--- config.mk ---
export PLATFORM = sky130hd
export DESIGN_NAME = prbs_transmitter
export DESIGN_NICKNAME = d
export VERILOG_FILES = /design/src/rtl/prbs_transmitter.sv
export SDC_FILE = /design/constraint.sdc
export NUM_CORES = 1
export LEC_CHECK = 0
export CELL_PAD_IN_SITES_DETAIL_PLACEMENT = 0
export CELL_PAD_IN_SITES_GLOBAL_PLACEMENT = 1
export CORE_ASPECT_RATIO = 0.6
export CORE_MARGIN = 3
export CORE_UTILIZATION = 42
export DETAILED_ROUTE_END_ITERATION = 10
export PLACE_DENSITY_LB_ADDON = 0.1
export SLEW_MARGIN = 10
export SYNTH_ARGS = -nofsm -noshare
export SYNTH_HDL_FRONTEND = slang
export SYNTH_SLANG_ARGS = --single-unit
--- constraint.sdc ---
create_clock -name clk -period 5.1 [get_ports clk]
set_input_delay 0.51 -clock clk [delete_from_list [all_inputs] [get_ports clk]]
set_output_delay 0.51 -clock clk [all_outputs]
set_load 0.05 [all_outputs]
--- src/rtl/prbs_transmitter.sv ---
// PRBS7 serial transmitter (x^7 + x^6 + 1) with one-shot and periodic error
// injection, saturating bit/error counters and periodic count snapshots.
module prbs_transmitter #(
    parameter int unsigned BIT_DIV       = 1,
    parameter logic [6:0]  SEED          = 7'h7F,
    parameter int unsigned SNAP_INTERVAL = 100
) (
    input  logic        clk,
    input  logic        rst,
    input  logic        en,
    input  logic        load_seed,
    input  logic [6:0]  seed_in,
    input  logic        inject_err,
    input  logic [15:0] err_period,
    output logic        bit_out,
    output logic        bit_valid,
    output logic [6:0]  lfsr_state,
    output logic [31:0] tx_bits_out,
    output logic [31:0] inj_errs_out,
    output logic        snap_valid
);

    typedef enum logic {
        IDLE = 1'b0,
        RUN  = 1'b1
    } state_t;

    localparam logic [15:0] DIV_LAST  = 16'(BIT_DIV - 1);
    localparam logic [23:0] SNAP_LAST = 24'(SNAP_INTERVAL - 1);

    function automatic logic [31:0] sat_inc(input logic [31:0] v);
        return (v == 32'hFFFF_FFFF) ? v : v + 32'd1;
    endfunction

    state_t      state_q, state_d;
    logic [15:0] div_q, div_d;
    logic [6:0]  lfsr_q, lfsr_d;
    logic        bit_out_q, bit_out_d;
    logic        bit_valid_q, bit_valid_d;
    logic        pend_q, pend_d;
    logic [15:0] per_cnt_q, per_cnt_d;
    logic [15:0] per_reg_q, per_reg_d;
    logic [31:0] tx_bits_q, tx_bits_d;
    logic [31:0] inj_errs_q, inj_errs_d;
    logic [23:0] snap_cnt_q, snap_cnt_d;
    logic [31:0] tx_snap_q, tx_snap_d;
    logic [31:0] inj_snap_q, inj_snap_d;
    logic        snap_valid_q, snap_valid_d;

    logic tick;
    logic fb_bit;
    logic per_changed;
    logic per_hit;
    logic inv;

    always_comb begin
        state_d      = state_q;
        div_d        = div_q;
        lfsr_d       = lfsr_q;
        bit_out_d    = bit_out_q;
        bit_valid_d  = 1'b0;
        pend_d       = pend_q | inject_err;
        per_cnt_d    = per_cnt_q;
        per_reg_d    = err_period;
        tx_bits_d    = tx_bits_q;
        inj_errs_d   = inj_errs_q;
        snap_cnt_d   = snap_cnt_q;
        tx_snap_d    = tx_snap_q;
        inj_snap_d   = inj_snap_q;
        snap_valid_d = 1'b0;

        state_d = en ? RUN : IDLE;

        tick   = (state_q == RUN) && (div_q == DIV_LAST);
        fb_bit = lfsr_q[6] ^ lfsr_q[5];

        // A new err_period restarts the bit counter; no periodic hit that cycle.
        per_changed = (err_period != per_reg_q);
        per_hit     = !per_changed && (err_period != 16'd0) &&
                      ((per_cnt_q + 16'd1) == err_period);
        inv         = pend_q | inject_err | per_hit;

        if (state_q == RUN) begin
            div_d = tick ? 16'd0 : div_q + 16'd1;
        end else begin
            div_d = 16'd0;
        end

        if (per_changed) begin
            per_cnt_d = 16'd0;
        end

        // Seed load wins over a coincident tick, which is simply dropped.
        if (load_seed) begin
            lfsr_d     = (seed_in == 7'd0) ? 7'h01 : seed_in;
            div_d      = 16'd0;
            pend_d     = 1'b0;
            per_cnt_d  = 16'd0;
            tx_bits_d  = 32'd0;
            inj_errs_d = 32'd0;
        end else if (tick) begin
            lfsr_d      = {lfsr_q[5:0], fb_bit};
            bit_out_d   = fb_bit ^ inv;
            bit_valid_d = 1'b1;
            pend_d      = 1'b0;
            tx_bits_d   = sat_inc(tx_bits_q);
            if (inv) begin
                inj_errs_d = sat_inc(inj_errs_q);
            end
            if (!per_changed && (err_period != 16'd0)) begin
                per_cnt_d = per_hit ? 16'd0 : per_cnt_q + 16'd1;
            end
        end

        // Snapshot captures the counters as they stood before this cycle's update.
        if (snap_cnt_q == SNAP_LAST) begin
            snap_cnt_d   = 24'd0;
            tx_snap_d    = tx_bits_q;
            inj_snap_d   = inj_errs_q;
            snap_valid_d = 1'b1;
        end else begin
            snap_cnt_d = snap_cnt_q + 24'd1;
        end
    end

    always_ff @(posedge clk) begin
        if (rst) begin
            state_q      <= IDLE;
            div_q        <= 16'd0;
            lfsr_q       <= SEED;
            bit_out_q    <= 1'b0;
            bit_valid_q  <= 1'b0;
            pend_q       <= 1'b0;
            per_cnt_q    <= 16'd0;
            per_reg_q    <= 16'd0;
            tx_bits_q    <= 32'd0;
            inj_errs_q   <= 32'd0;
            snap_cnt_q   <= 24'd0;
            tx_snap_q    <= 32'd0;
            inj_snap_q   <= 32'd0;
            snap_valid_q <= 1'b0;
        end else begin
            state_q      <= state_d;
            div_q        <= div_d;
            lfsr_q       <= lfsr_d;
            bit_out_q    <= bit_out_d;
            bit_valid_q  <= bit_valid_d;
            pend_q       <= pend_d;
            per_cnt_q    <= per_cnt_d;
            per_reg_q    <= per_reg_d;
            tx_bits_q    <= tx_bits_d;
            inj_errs_q   <= inj_errs_d;
            snap_cnt_q   <= snap_cnt_d;
            tx_snap_q    <= tx_snap_d;
            inj_snap_q   <= inj_snap_d;
            snap_valid_q <= snap_valid_d;
        end
    end

    assign bit_out      = bit_out_q;
    assign bit_valid    = bit_valid_q;
    assign lfsr_state   = lfsr_q;
    assign tx_bits_out  = tx_snap_q;
    assign inj_errs_out = inj_snap_q;
    assign snap_valid   = snap_valid_q;

endmodule
# Word level (Yosys, flattened, before mapping)
# Index checks and enable logic that the tools add are counted.
[word_totals] register_bits=212 latch_bits=0 ramBits=0 romBits=0 input_bits=28 output_inout_bits=74 n_memories=0
[op_classes] n_addsub=5 mul=0 div=0 order_cmp=0 n_eq_ne=5 shifts=0 n_mux=10 n_bitwise=8 n_reduce_logical=15
[ops] op="adder 32 x 1 -> 32 bit, second input constant" n=2
[ops] op="== test 32 bit, second input constant" n=2
[ops] op="two-way mux 16 bit" n=4
[ops] op="adder 16 x 1 -> 16 bit, second input constant" n=2
[ops] op="adder 24 x 1 -> 24 bit, second input constant" n=1
[ops] op="== test 24 x 7 -> 1 bit, second input constant" n=1
[ops] op="two-way mux 7 bit" n=3
[ops] op="== test 16 bit" n=1
[ops] op="logical NOT 16 bit" n=1
[ops] op="inequality test 16 bit" n=1
[ops] op="nonzero test 16 bit" n=1
[ops] op="logical NOT 7 bit" n=1
[ops] op="inverter 1 bit" n=4
[ops] op="AND reduction 2 bit" n=2
[ops] op="OR reduction 2 bit" n=2
[ops] op="OR reduction 4 bit" n=1
[ops] op="logical AND 1 bit" n=3
[ops] op="two-way mux 1 bit" n=3
[ops] op="AND reduction 3 bit" n=1
[ops] op="OR reduction 3 bit" n=1
[ops] op="OR 1 bit" n=2
[ops] op="nonzero test 2 bit" n=1
[ops] op="XOR 1 bit" n=2
[ops] op="logical NOT 1 bit" n=1

# Longest topological paths before layout
[logic_depth] ltp_word=7 depth_mapped=11 ltp_nobuf=9

# Least setup slack after synthesis
# No wires, ideal clock.
[synth_timing] path_kind="register to register" from="register per_cnt_q[1]" to="register inj_errs_q[17]" t_arrival_ns=2.696 setup_slack_ns=2.290 stages_incl_launch_ff=10 path_buffers=1 period_less_slack_ns=2.810 cell_sequence="dfxtp_1 > ha_1 > nand3_2 > or3_1 > a2111o_1 > nor4_4 > o21ai_2 > buf_2 > o31a_1 > o21a_1"
[synth_via] elab_chain_cells=5
[synth_lines] element="start: declaration" line="41" text="logic [15:0] per_cnt_q, per_cnt_d;"
[synth_lines] element="start signal: assignment" line="149" text="per_cnt_q <= per_cnt_d;"
[synth_lines] element="adder 16 x 1 -> 16 bit" line="80" text="((per_cnt_q + 16'd1) == err_period);"
[synth_lines] element="== test 16 bit" line="80"
[synth_lines] element="logical AND 1 bit" line="79" text="per_hit = !per_changed && (err_period != 16'd0) &&"
[synth_lines] element="OR 1 bit" line="81" text="inv = pend_q | inject_err | per_hit;"
[synth_lines] element="AND reduction 3 bit (no source line)"
[synth_lines] element="end signal: assignment" line="152" text="inj_errs_q <= inj_errs_d;"
[synth_lines] element="end: declaration" line="44" text="logic [31:0] inj_errs_q, inj_errs_d;"
# No other way between the ends.
# A chain may end at the register's enable or synchronous reset.

# Worst setup path in the final report
[layout_timing] from="register per_cnt_q[0]" to="register inj_errs_q[25]"
# The elaborated chain is that of the path after synthesis.

==> metrics.yaml <==
startpoint_type: "register"
clockRootBuffer: "clkbuf_16"
cts.sinks: 212
place.gp.congestion: 0.8422
wl_um: 23520
path_clk_slew_ns: 0.06
worst_ir_drop_vdd_v: 0.0001932
worst_pin_slew_ns: 1.114
rsz0062_at_grt: "false"
p_total_mw: 3.459
cp_slowest_cell: "or4_1"
fin_hold_ws_ns: 0.3899
power_density_nw_per_um2: 303.7
postPlaceCellArea_um2: 10670
ff2ff_path_depth: 9
drc: 0
synth_top_flop_cell: "dfxtp_1"
crit_chain: "ha_1 -> and3_1 -> and3_1 -> xnor2_1 -> a2111o_1 -> nor4_4 -> o211ai_1 -> or4_1 -> a21oi_1"
timing.fmax_ghz: 0.2683
fin_crit_sh_pct: 73.07
initial_core_util_pct: 43.81
drv_cap: 0
hpwlAfterDp_um: 16590
grt_max_degree: 74
crit_path_end_kind: "register"
die-area_um2: 24370
ys_seq_area_share_pct: 44.96
core-area_um2: 21550
insertion_delay_ns: 0.51
critPathRequiredTime_ns: 5.54
drive_gt1_share_pct: 6.066
ant_nets: 0
design_area_um2: 11390
syn_avg_cell_area_um2: 8.938
synth_nets: 1090
holdPathStages: 2
dp.cells: 1395
critPathKind: "register to register"
min_period_ns: 3.727
worst_slack_ns: 1.373
n_antenna_cell: 0
run_status: "finished clean"
die_y_um: 122.1
antenna_found_initial: 0
ys_ff_latch: 212
crit_top_cell: "and3_1"
synth.distinct_cells: 63
grt_overflow_total: 0
arrival_ns: 4.16
hold_viol_final: 0
reg2reg_slack_ns: 1.37
numCtsBuffers: 21
postCtsHoldBufs: 0
finalSetupViolations: 0
port_buffers: 101
hp-class: "primary input to register"
fp.dieW_um: 199.5
cts_max_level: 1
first_iter_violations: 581
hold-path-endpoint: "inj_errs_out[3]"
slew_headroom_pct: 25.39
cts_resized: 0
grt_pass1_vias: 6770
drv_slew: 0
reg2reg_from: "per_cnt_q[0]"
synthArstFlopShare_pct: 0
area_delta_synth_final_pct: 20.65
final_util_pct: 52.86
io_pins: 102
drtPass1Iterations: 6
layout.nets: 1173
post_layout_nonfiller_instances: 1433
num_vias: 7647
grt_pass1_wl_um: 38300
p_leak_nw: 3.727
clock_skew_ns: 0.01918
grtUsageTotal_pct: 19.34
via_per_inst: 5.336
critPathMaxFanout: 15
pre_cts_slack_ns: 1.215
syn_area_um2: 9439
fin_setup_tns_ns: 0
clockBufferDepth: 3
cts_tree: "yes"
cpPeakStageDelay_ns: 0.59
synth_edf_count: 0
cts_setup_buffers: 0
r2r-end: "inj_errs_q[25]"
worstHoldStart: "rst"
row_count: 41
wl_per_cell_um: 16.41
yosysWarnings: 0
synthCells: 1056
[how the worst max path moves through the flow]
| stage | from | end | cells after the start |
|---|---|---|---|
| after detailed placement | err_period[9] | inj_errs_q[25] | 9 |
| after floorplan | per_cnt_q[1] | inj_errs_q[17] | 9 |
| after CTS | per_cnt_q[0] | inj_errs_q[25] | 8 |
| after global routing | per_cnt_q[0] | inj_errs_q[25] | 9 |
| final | per_cnt_q[0] | inj_errs_q[25] | 9 |
| after global placement | err_period[12] | inj_errs_q[25] | 9 |
[worst max-delay path, delay by kind of cell (launching register included)]
| kind | cells | cell delay (ns) |
|---|---|---|
| adder cells (fa/ha/maj) | 1 | 0.35 |
| XOR/XNOR | 1 | 0.13 |
| flip-flops | 1 | 0.53 |
| AND/OR/NAND/NOR | 4 | 1.57 |
| AO/OA/AOI/OAI | 3 | 1.09 |
[layout make-up]
type                            instances  area (um^2)
Inverter                               14        52.55
Clock inverter                         15        165.2
Fill cell                            2035        10160
Clock buffer                           23        553.0
Timing Repair Buffer                  111         1084
Multi-Input combinational cell        779         4941
Tap cell                              279        349.1
Sequential cell                       212         4244
[where the power goes]
part | internal, mW | switching (mW) | total (mW)
Sequential | 1.67 | 0.00977 | 1.68
Combinational | 0.0654 | 0.0989 | 0.164
Clock | 0.941 | 0.674 | 1.62
Total | 2.68 | 0.782 | 3.46
[sequential cells by signal, summed over array words and instances (netlist names)]
name          count
lfsr_state        7
bit_out           1
inj_errs_out     32
tx_bits_q        32
bit_valid         1
inj_errs_q       32
per_reg_q        16
pend_q            1
per_cnt_q        16
state_q           1
snap_valid        1
snap_cnt_q       24
div_q            16
tx_bits_out      32
[cells in the final DEF, fill, tap and decap left out, drive strengths merged, types with 8 or more instances in the layout]
| cell type | count |
|---|---|
| a21oi | 42 |
| and3 | 19 |
| and4 | 13 |
| buf | 11 |
| clkbuf | 23 |
| clkdlybuf4s50 | 100 |
| clkinv | 8 |
| dfxtp | 212 |
| inv | 15 |
| mux2i | 73 |
| nand2 | 54 |
| nand2b | 8 |
| nand3 | 48 |
| nand4 | 28 |
| nor2 | 170 |
| nor2b | 23 |
| nor3 | 15 |
| nor4 | 19 |
| o211ai | 11 |
| o21ai | 32 |
| or3 | 33 |
| or4 | 11 |
| xnor2 | 48 |
| xor2 | 50 |
[logic make-up (layout without fill, tap and decap cells)]
group | Yosys count | in the layout | share of synthesized area (%)
buffers and inverters | 65 | 163 | 2.770
multiplexers | 80 | 80 | 8.576
AO/OA/AOI/OAI | 127 | 127 | 8.365
AND/OR/NAND/NOR | 468 | 468 | 25.44
XOR/XNOR | 98 | 98 | 9.093
adder cells (fa/ha/maj) | 6 | 6 | 0.7953
flip-flops | 212 | 212 | 44.96
[Yosys cell counts (5+ instances only)]
library cell	number	area share (%)
nand4_1	27	1.8
nand2_1	54	2.1
a31oi_1	7	0.46
xor2_1	50	4.6
clkbuf_1	38	1.5
nor4_1	17	1.1
or3_1	33	2.2
nand2b_1	8	0.53
nor2b_1	23	1.5
xnor2_1	48	4.5
a21oi_1	42	2.2
inv_1	14	0.56
o31ai_1	5	0.40
buf_2	8	0.42
dfxtp_1	212	45
nand3_1	47	2.5
o21ai_0	23	1.2
or2_2	6	0.40
o21a_1	7	0.56
o211ai_1	11	0.87
nor2_1	170	6.8
and2_1	7	0.46
and4_1	13	1.2
and3_1	19	1.3
nor3_1	15	0.80
mux2_2	7	0.84
or4_1	11	0.87
ha_1	6	0.80
mux2i_1	73	7.7
o21ai_1	8	0.42
[metal layers]
metal	routed length, um	up-vias	share of wire, %	global-route usage, %
met5	0	-	0	0
met4	267	0	1.1	3.397
met3	1456	22	6.2	3.952
met2	8505	167	36	24.41
met1	13290	3555	57	32.71
li1	-	3903	-	-
No activity file was read; power rests on OpenSTA's default activity.
